===== src/rtl/clock_display_if.sv =====
// clock_display_if: time inputs and multiplexed 7-segment outputs of the display driver
interface clock_display_if;
  logic [4:0] hours;
  logic [7:0] minutes;
  logic [7:0] seconds;
  logic [6:0] seg;
  logic       dp;
  logic [5:0] an;
  logic       frame;
  modport master (output hours, minutes, seconds, input seg, dp, an, frame);
  modport slave  (input hours, minutes, seconds, output seg, dp, an, frame);
endinterface


===== src/rtl/clock_display.sv =====
// clock_display: snapshots HH.MM.SS once per frame and scans it onto a six-digit 7-segment display
module clock_display #(
  parameter int SCAN_DIV = 50000
) (
  input logic           CLK50M,
  input logic           RST_N,
  clock_display_if.slave bus
);
  localparam int PW = $clog2(SCAN_DIV);
  localparam logic [6:0] SEG_LUT [12] = '{7'h40, 7'h79, 7'h24, 7'h30, 7'h19, 7'h12,
                                          7'h02, 7'h78, 7'h00, 7'h10, 7'h3F, 7'h7F};
  typedef enum logic {S_HOLD, S_DRIVE} state_t;
  state_t     st_q, st_d;
  logic [PW-1:0] pcnt_q, pcnt_d;
  logic [2:0] idx_q, idx_d;
  logic [4:0] snap_h_q, snap_h_d;
  logic [7:0] snap_m_q, snap_m_d, snap_s_q, snap_s_d;
  logic [5:0] an_q, an_d;
  logic [6:0] seg_q, seg_d;
  logic       dp_q, dp_d, frame_q, frame_d;
  logic       tick, wrap, dok;
  logic [3:0] h_t, h_o, m_t, m_o, s_t, s_o, dsel, code;
  assign tick = pcnt_q == PW'(SCAN_DIV - 1);
  assign wrap = tick && idx_q == 3'd5;
  assign h_t = 4'(snap_h_q / 5'd10);
  assign h_o = 4'(snap_h_q % 5'd10);
  assign m_t = 4'(snap_m_q / 8'd10);
  assign m_o = 4'(snap_m_q % 8'd10);
  assign s_t = 4'(snap_s_q / 8'd10);
  assign s_o = 4'(snap_s_q % 8'd10);
  // Pick the BCD digit for the current slot; 10 encodes a dash, 11 a blank
  always_comb begin
    dok  = idx_q >= 3'd4 ? snap_h_q <= 5'd23 : idx_q >= 3'd2 ? snap_m_q <= 8'd59 : snap_s_q <= 8'd59;
    dsel = idx_q == 3'd5 ? h_t : idx_q == 3'd4 ? h_o : idx_q == 3'd3 ? m_t :
           idx_q == 3'd2 ? m_o : idx_q == 3'd1 ? s_t : s_o;
    code = !dok ? 4'd10 : (idx_q == 3'd5 && h_t == 4'd0) ? 4'd11 : dsel;
  end
  // Next state: prescaler, digit index, snapshot and the blank/drive output phases
  always_comb begin
    st_d     = S_HOLD;
    pcnt_d   = tick ? '0 : pcnt_q + PW'(1);
    idx_d    = tick ? (idx_q == 3'd5 ? 3'd0 : idx_q + 3'd1) : idx_q;
    snap_h_d = wrap ? bus.hours   : snap_h_q;
    snap_m_d = wrap ? bus.minutes : snap_m_q;
    snap_s_d = wrap ? bus.seconds : snap_s_q;
    frame_d  = wrap;
    an_d     = an_q;
    seg_d    = seg_q;
    dp_d     = dp_q;
    if (tick) begin
      st_d  = S_DRIVE;
      an_d  = 6'h3F;
      seg_d = 7'h7F;
      dp_d  = 1'b1;
    end else if (st_q == S_DRIVE) begin
      an_d  = ~(6'd1 << idx_q);
      seg_d = SEG_LUT[code];
      dp_d  = !((idx_q == 3'd2 || idx_q == 3'd4) && !snap_s_q[0]);
    end
  end
  // State registers with asynchronous active-low reset
  always_ff @(posedge CLK50M or negedge RST_N) begin
    if (!RST_N) begin
      st_q     <= S_HOLD;
      pcnt_q   <= '0;
      idx_q    <= 3'd5;
      snap_h_q <= '0;
      snap_m_q <= '0;
      snap_s_q <= '0;
      an_q     <= 6'h3F;
      seg_q    <= 7'h7F;
      dp_q     <= 1'b1;
      frame_q  <= 1'b0;
    end else begin
      st_q     <= st_d;
      pcnt_q   <= pcnt_d;
      idx_q    <= idx_d;
      snap_h_q <= snap_h_d;
      snap_m_q <= snap_m_d;
      snap_s_q <= snap_s_d;
      an_q     <= an_d;
      seg_q    <= seg_d;
      dp_q     <= dp_d;
      frame_q  <= frame_d;
    end
  end
  assign bus.an    = an_q;
  assign bus.seg   = seg_q;
  assign bus.dp    = dp_q;
  assign bus.frame = frame_q;
endmodule

===== src/flat_wrapper.sv =====
// flat-port wrapper written by rule: the top's interface ports become plain ports
module clock_display_flat 
#(
  parameter int SCAN_DIV = 50000
)
  (CLK50M, RST_N, bus_hours, bus_minutes, bus_seconds, bus_seg, bus_dp, bus_an, bus_frame);
  clock_display_if bus_i ();
  input logic CLK50M;
  input logic RST_N;
  input wire logic [$bits(bus_i.hours)-1:0] bus_hours;
  input wire logic [$bits(bus_i.minutes)-1:0] bus_minutes;
  input wire logic [$bits(bus_i.seconds)-1:0] bus_seconds;
  output wire logic [$bits(bus_i.seg)-1:0] bus_seg;
  output wire logic [$bits(bus_i.dp)-1:0] bus_dp;
  output wire logic [$bits(bus_i.an)-1:0] bus_an;
  output wire logic [$bits(bus_i.frame)-1:0] bus_frame;
  assign bus_i.hours = bus_hours;
  assign bus_i.minutes = bus_minutes;
  assign bus_i.seconds = bus_seconds;
  assign bus_seg = bus_i.seg;
  assign bus_dp = bus_i.dp;
  assign bus_an = bus_i.an;
  assign bus_frame = bus_i.frame;
  clock_display #(.SCAN_DIV(SCAN_DIV)) u_core (.CLK50M(CLK50M), .RST_N(RST_N), .bus(bus_i));
endmodule

===== config.mk =====
export PLATFORM = sky130hd
export DESIGN_NAME = clock_display_flat
export DESIGN_NICKNAME = d
export VERILOG_FILES = /design/src/rtl/clock_display_if.sv /design/src/rtl/clock_display.sv /design/src/flat_wrapper.sv
export SDC_FILE = /design/constraint.sdc
export NUM_CORES = 1
export LEC_CHECK = 0
export CORE_MARGIN = 4
export CORE_UTILIZATION = 60
export CTS_BUF_LIST = sky130_fd_sc_hd__clkbuf_4
export DETAILED_ROUTE_END_ITERATION = 10
export DONT_BUFFER_PORTS = 1
export HOLD_SLACK_MARGIN = 0.06
export PLACE_DENSITY_LB_ADDON = 0.1
export SYNTH_ARGS = -nofsm -noshare
export SYNTH_HDL_FRONTEND = slang
export SYNTH_SLANG_ARGS = --single-unit

===== constraint.sdc =====
create_clock -name CLK50M -period 3.8 [get_ports CLK50M]
set_input_delay 0.76 -clock CLK50M [delete_from_list [all_inputs] [get_ports CLK50M]]
set_output_delay 0.76 -clock CLK50M [all_outputs]
set_load 0.1 [all_outputs]

; Word-level counts from Yosys, hierarchy flattened
; Memory sizes are Yosys's and may differ from the RTL's.
; Index checks and enable logic that the tools add are counted.
; W data, S select, Z words.
[totals]
reg_bits = 56
mem_bits_ro = 112
in_bits = 23
out_inout_bits = 15
elab_cells = 62
mem_count = 1
[op_classes]
addsub = 2
div_mod_pow = 6
order_cmp = 6
n_eq_ne = 6
n_shift = 1
mux = 20
bitwise_logic = 2
reduce_logical = 8
[mem_list]
columns = name, depth, width, read_ports, rd_clocked_by_memory_dff, wr, line_no
row1 = (name not given), 16, 7, 1, 0, 0, clock_display.sv:57  ; seg_d = SEG_LUT[code];
[ops]
columns = op, count
row1 = $mux W4, 7
row2 = $mux W7, 4
row3 = $add A16 B1 Y16 const B, 1
row4 = $div A8 B4 Y8 const B, 2
row5 = $eq A16 B16 Y1 const B, 1
row6 = $le A8 B6 Y1 const B, 2
row7 = $mod A8 B4 Y8 const B, 2
row8 = $mux W16, 1
row9 = $mux W6, 2
row10 = $eq A3 B2 Y1 const B, 2
row11 = $eq A3 B3 Y1 const B, 2
row12 = $not A6 Y6, 1
row13 = $shl A1 B3 Y6 const A, 1
row14 = $div A5 B4 Y5 const B, 1
row15 = $ge A5 B5 Y1 const B, 1
row16 = $le A5 B5 Y1 const B, 1
row17 = $mod A5 B4 Y5 const B, 1
row18 = $mux W1, 5
row19 = $not A4 Y5, 1
row20 = $logic_not A4 Y1, 1
row21 = $add A3 B1 Y3 const B, 1
row22 = $eq A3 B1 Y1 const B, 1
row23 = $ge A3 B2 Y1 const B, 1
row24 = $ge A3 B3 Y1 const B, 1
row25 = 5 further kinds, 8

; Depth between registers and ports, before layout
[depth]
depth_word = 14
ltp_mapped = 17
depth_no_buf = 16

; Least setup slack after synthesis
; Ideal clock, no wire load.
[synth_timing]
kind = register to register
start = register u_core.snap_s_q[6]
end = register u_core.seg_q[6] (netlist: u_core.bus.seg[6])
arrival_ns = 3.342
t_required_ns = 3.706
setup_slack_ns = 0.364
stages_incl_launch_ff = 17
n_path_buf = 1
period_less_slack_ns = 3.436
path_cell_list = dfrtp_1 > buf_6 > inv_1 > ha_1 > nor2b_4 > o22ai_1 > a221oi_4 > mux2i_1 > a31oi_4 > xor2_2 > a41oi_2 > a31o_1 > a31o_1 > clkinv_2 > ha_1 > a211oi_1 > o31ai_2
[synth_between]
elab_chain_cells = 14
word_cells_on_any_way = 18
cone_classes = 2 x div / 1 x order compare / 13 x mux / 1 x bitwise / 1 x memory
[synth_rtl]
columns = item, line_no
row1 = "start, declared", clock_display.sv:17  ; logic [7:0] snap_m_q, snap_m_d, snap_s_q, snap_s_d;
row2 = "start signal, assigned", clock_display.sv:80  ; snap_s_q <= snap_s_d;
row3 = $mod A8 B4 Y8 / $div A8 B4 Y8 (equally long branches), "clock_display.sv:30, clock_display.sv:29"
row4 = $mux W4 (2 in series), clock_display.sv:35  ; idx_q == 3'd2 ? m_o : idx_q == 3'd1 ? s_t : s_o;
row5 = $mux W4 (3 in series), clock_display.sv:34  ; dsel = idx_q == 3'd5 ? h_t : idx_q == 3'd4 ? h_o : idx_q == 3'd3 ? m_t :
row6 = $mux W4, clock_display.sv:36  ; code = !dok ? 4'd10 : (idx_q == 3'd5 && h_t == 4'd0) ? 4'd11 : dsel;
row7 = $mux W4 *, clock_display.sv:36
row8 = $not A4 Y5 (not written as such) *, clock_display.sv:57
row9 = $mem_v2 Z16 W7 *, -
row10 = $mux W7 (not written as such) * (2 in series), clock_display.sv:57
row11 = $mux W7 *, clock_display.sv:55  ; end else if (st_q == S_DRIVE) begin
row12 = $mux W7 *, clock_display.sv:50  ; if (tick) begin
row13 = "end signal, assigned", clock_display.sv:82  ; seg_q <= seg_d;
row14 = "end, declared", clock_display.sv:19  ; logic [6:0] seg_q, seg_d;
; Every way passes the cells marked *; elsewhere a longest branch is shown, timed or not. The select of a mux whose other input is x is not followed.
; A chain may end at the register's enable or synchronous reset.

; Worst setup path after layout
[layout_timing]
start = register u_core.snap_s_q[6]
end = register u_core.seg_q[1] (netlist: u_core.bus.seg[1])
; Same word-level chain as after synthesis.

==> summary.txt <==
Status - complete, no violations
Sequential fraction of the synthesis area - 0.3539
Non-filler cells, final - 522
Top-level port count - 38
Largest fanout on the critical path - 6
Final count of negative-setup-slack endpoints - 0
Slowest cell delay on critical path - 0.43 ns
Final Power - 883.8 uW
First-pass GRT wire length - 14980 um
Critical Path, Cell by Cell - inv_1 -> ha_2 -> nor2b_4 -> o22ai_2 -> a221oi_4 -> mux2i_2 -> a31oi_4 -> xor2_2 -> a41oi_2 -> a31o_1 -> a31o_1 -> ha_1 -> nand2b_1 -> a21oi_2
Comb pwr share - 0.012
Clock root cell - clkbuf_4
Starting Density - 0.6254
Worst hold slack - 0.1633 ns
Max cap viols - 0
Post-synth cell types - 88
Crit path top cell by count - a31o_1
Yosys warnings - 0
Pwr per Cell Area - 213.2 nW/um^2
Vias in the first global route - 3156
Largest net degree at the start of global routing - 41
GRT Total Usage - 0.2180
TritonCTS clock tree - built
Critical path's slowest cell - a221oi_4
Nets@finish - 476
Fraction of layout cells with a size suffix above 1 - 0.1820
Hpwl dp - 6238 um
Crit Path Category - register to register
DR vias/cell - 6.379
Die Span X - 89.82 um
Avg Inst Size Synth - 8.808 um^2
Total grt overflow - 0
Post-route ant nets - 0
Post-synth top flop - dfrtp_1
1st-pass router iterations - 5
# diodes - 0
DR vias - 3330
Core area - 6422 um^2
Post-route DRC - 0
Final Hold Vio Count - 0
Die height - 89.82 um
Full die area - 8067 um^2
Clock transition at path regs - 0.18 ns
Worst Setup End Kind - register
Wirelength per Cell - 17.04 um
Mapped Cells - 456
Worst Skew - 0.01737 ns
Initial antenna violation count - 0
Period utilisation layout - 0.9438
Slack of the worst reg-to-reg path - 0.21 ns
Peak supply drop - 0.1568 mV
CP Launch Type - register
Lkg Pwr - 0.001739 uW
Sw Share - 0.2369
Syn-to-layout area delta - 3.209%
DP Area - 4021 um^2
Seq pwr share - 0.676
Post-Syn Area - 4016 um^2
CTS Sinks - 56
Clock share of power - 0.312
Switch Pwr - 209.4 uW
Design Area, Final - 4145 um^2
Pins Over Slew Limit - 0
DR iter-0 viols - 220
CTS Buf Count - 5
Gpl congestion - 0.8870
Pint - 674.4 uW
Worst skew pair latency - 0.40 ns
Relative slew slack - 0.4172
Worst-Margin Slew - 0.8748 ns
H-tree depth - 2
Synthesized flop and latch total - 56
Clock Tree Buf Depth - 2
Worst hold path class - primary input to async pin
Drt total wl - 8894 um
Row cnt - 29
Post-layout min period - 3.586 ns
Critical Path RT - 4.15 ns
# port buffers - 0
Share of flip-flops with an asynchronous set or reset - 1.000
Crit path arrival time - 3.93 ns
Max Fclk - 0.2788 GHz
Post-synth EDFFs - 0
Net Count, Synth - 488
Placed insts - 512
## layout by cell type, fill, tap and decap left out, types with 3 or more instances in the layout
cell / n
nor2_1: 37
a221oi_1: 3
and3_1: 8
or3_1: 4
nor3_1: 13
nand3_1: 15
a21o_1: 6
dfrtp_1: 39
a211oi_2: 3
ha_1: 8
dfstp_2: 16
a31oi_1: 12
o21bai_1: 7
a21oi_2: 3
or3b_1: 3
xor2_1: 9
buf_4: 7
and2_1: 5
nand4_1: 4
a21oi_1: 18
clkbuf_4: 5
xnor2_1: 11
nand2_1: 44
nand2b_1: 8
nor2b_1: 7
nand3b_1: 5
inv_1: 18
o21ai_0: 33
mux2_2: 13
## cells in the mapped netlist, types with 12 or more instances
master	instances	share of area
nand2_1	44	0.041
a21oi_1	19	0.024
dfstp_2	16	0.10
nor2_1	38	0.036
a31oi_1	12	0.019
nand3_1	15	0.019
inv_1	18	0.017
dfrtp_1	40	0.25
o21ai_0	34	0.042
xnor2_1	12	0.026
clkbuf_1	16	0.015
nor3_1	13	0.016
mux2_2	13	0.036
## path summary, 6_finish.rpt
check / from / end / cells after the start
setup / recovery: u_core.snap_s_q[6] / u_core.bus.seg[1] / 14
hold / removal: RST_N / u_core.snap_s_q[0] / 1
setup reg to reg: u_core.snap_s_q[6] / u_core.bus.seg[1] / 14
hold reg to reg: u_core.pcnt_q[0] / u_core.pcnt_q[0] / 1
max in group asynchronous: RST_N / u_core.snap_m_q[5] / 1
min in group CLK50M: u_core.pcnt_q[0] / u_core.pcnt_q[0] / 1
## metal layers
metal  wire [um]  up-vias  GRT usage
met3         432       13    0.03422
met2        4084       97     0.3409
li1            -     1631          -
met4         110        0    0.05875
met5           0        -          0
met1        4267     1589     0.3158
## worst max-delay path: cells and delay by family (launching register included)
family | cells | cell delay (ns)
muxes | 1 | 0.31
xor gates and xnor gates | 1 | 0.23
AOI/OAI and AO/OA | 7 | 1.52
buffers and inverters | 1 | 0.10
adders and majority gates | 2 | 0.65
and+or+nand+nor | 2 | 0.32
DFF | 1 | 0.41
## stage by stage
| step | utilization | setup slack [ns] | setup TNS, ns |
|---|---|---|---|
| floorplan | - | 0.3637 | 0 |
| finish | 0.6454 | 0.2135 | 0 |
| detailed placement | 0.6261 | 0.2271 | 0 |
| global route | 0.6454 | -0.01239 | -0.01239 |
| global placement | 0.6261 | 0.3473 | 0 |
| CTS | 0.6382 | 0.1876 | 0 |
## area by class of cell
type / instances / area [um^2]
clock buffers: 5 / 37.54
clock inverters: 3 / 20.02
fillers: 564 / 2277
inverters: 21 / 80.08
multi-input cells: 352 / 2416
flip-flops and latches: 56 / 1423
well taps: 77 / 96.34
repair buffers: 8 / 72.57
## timing repair
| item | 4_1_cts | 5_1_grt |
|---|---|---|
| hold endpoints to repair | 40 | 0 |
| hold buffers | 1 | 0 |
| setup buffers | 0 | 1 |
| endpoints found under the setup margin | 0 | 6 |
| resized for setup | 0 | 10 |
## sequential cells by signal (all words and copies together), names as in the netlist
register and flops:
u_core.snap_s_q 8, u_core.bus.dp 1, u_core.idx_q 3, u_core.bus.frame 1, u_core.bus.an 6, u_core.pcnt_q 16, u_core.st_q 1, u_core.snap_h_q 5
u_core.bus.seg 7, u_core.snap_m_q 8
## cells by family (layout without fill, tap and decap cells)
family          after synthesis  count (layout)  share of synthesized area
simple gates                170             170                     0.2184
compound gates              135             135                     0.2514
flops                        56              56                     0.3539
buf+inv                      48              37                    0.05451
xor+xnor                     22              22                    0.04985
mux                          15              15                    0.04143
fa+ha+maj                    10              10                    0.03053
## power by group through the flow
stage	registers [uW]	logic (uW)	clock network [uW]
global placement	608	0.210	0
finish	597	10.6	276
detailed placement	607	0.210	0
global route	598	12.4	309
CTS	597	11.6	284
floorplan	608	0.210	0
Power figures use the tool's default switching activity.
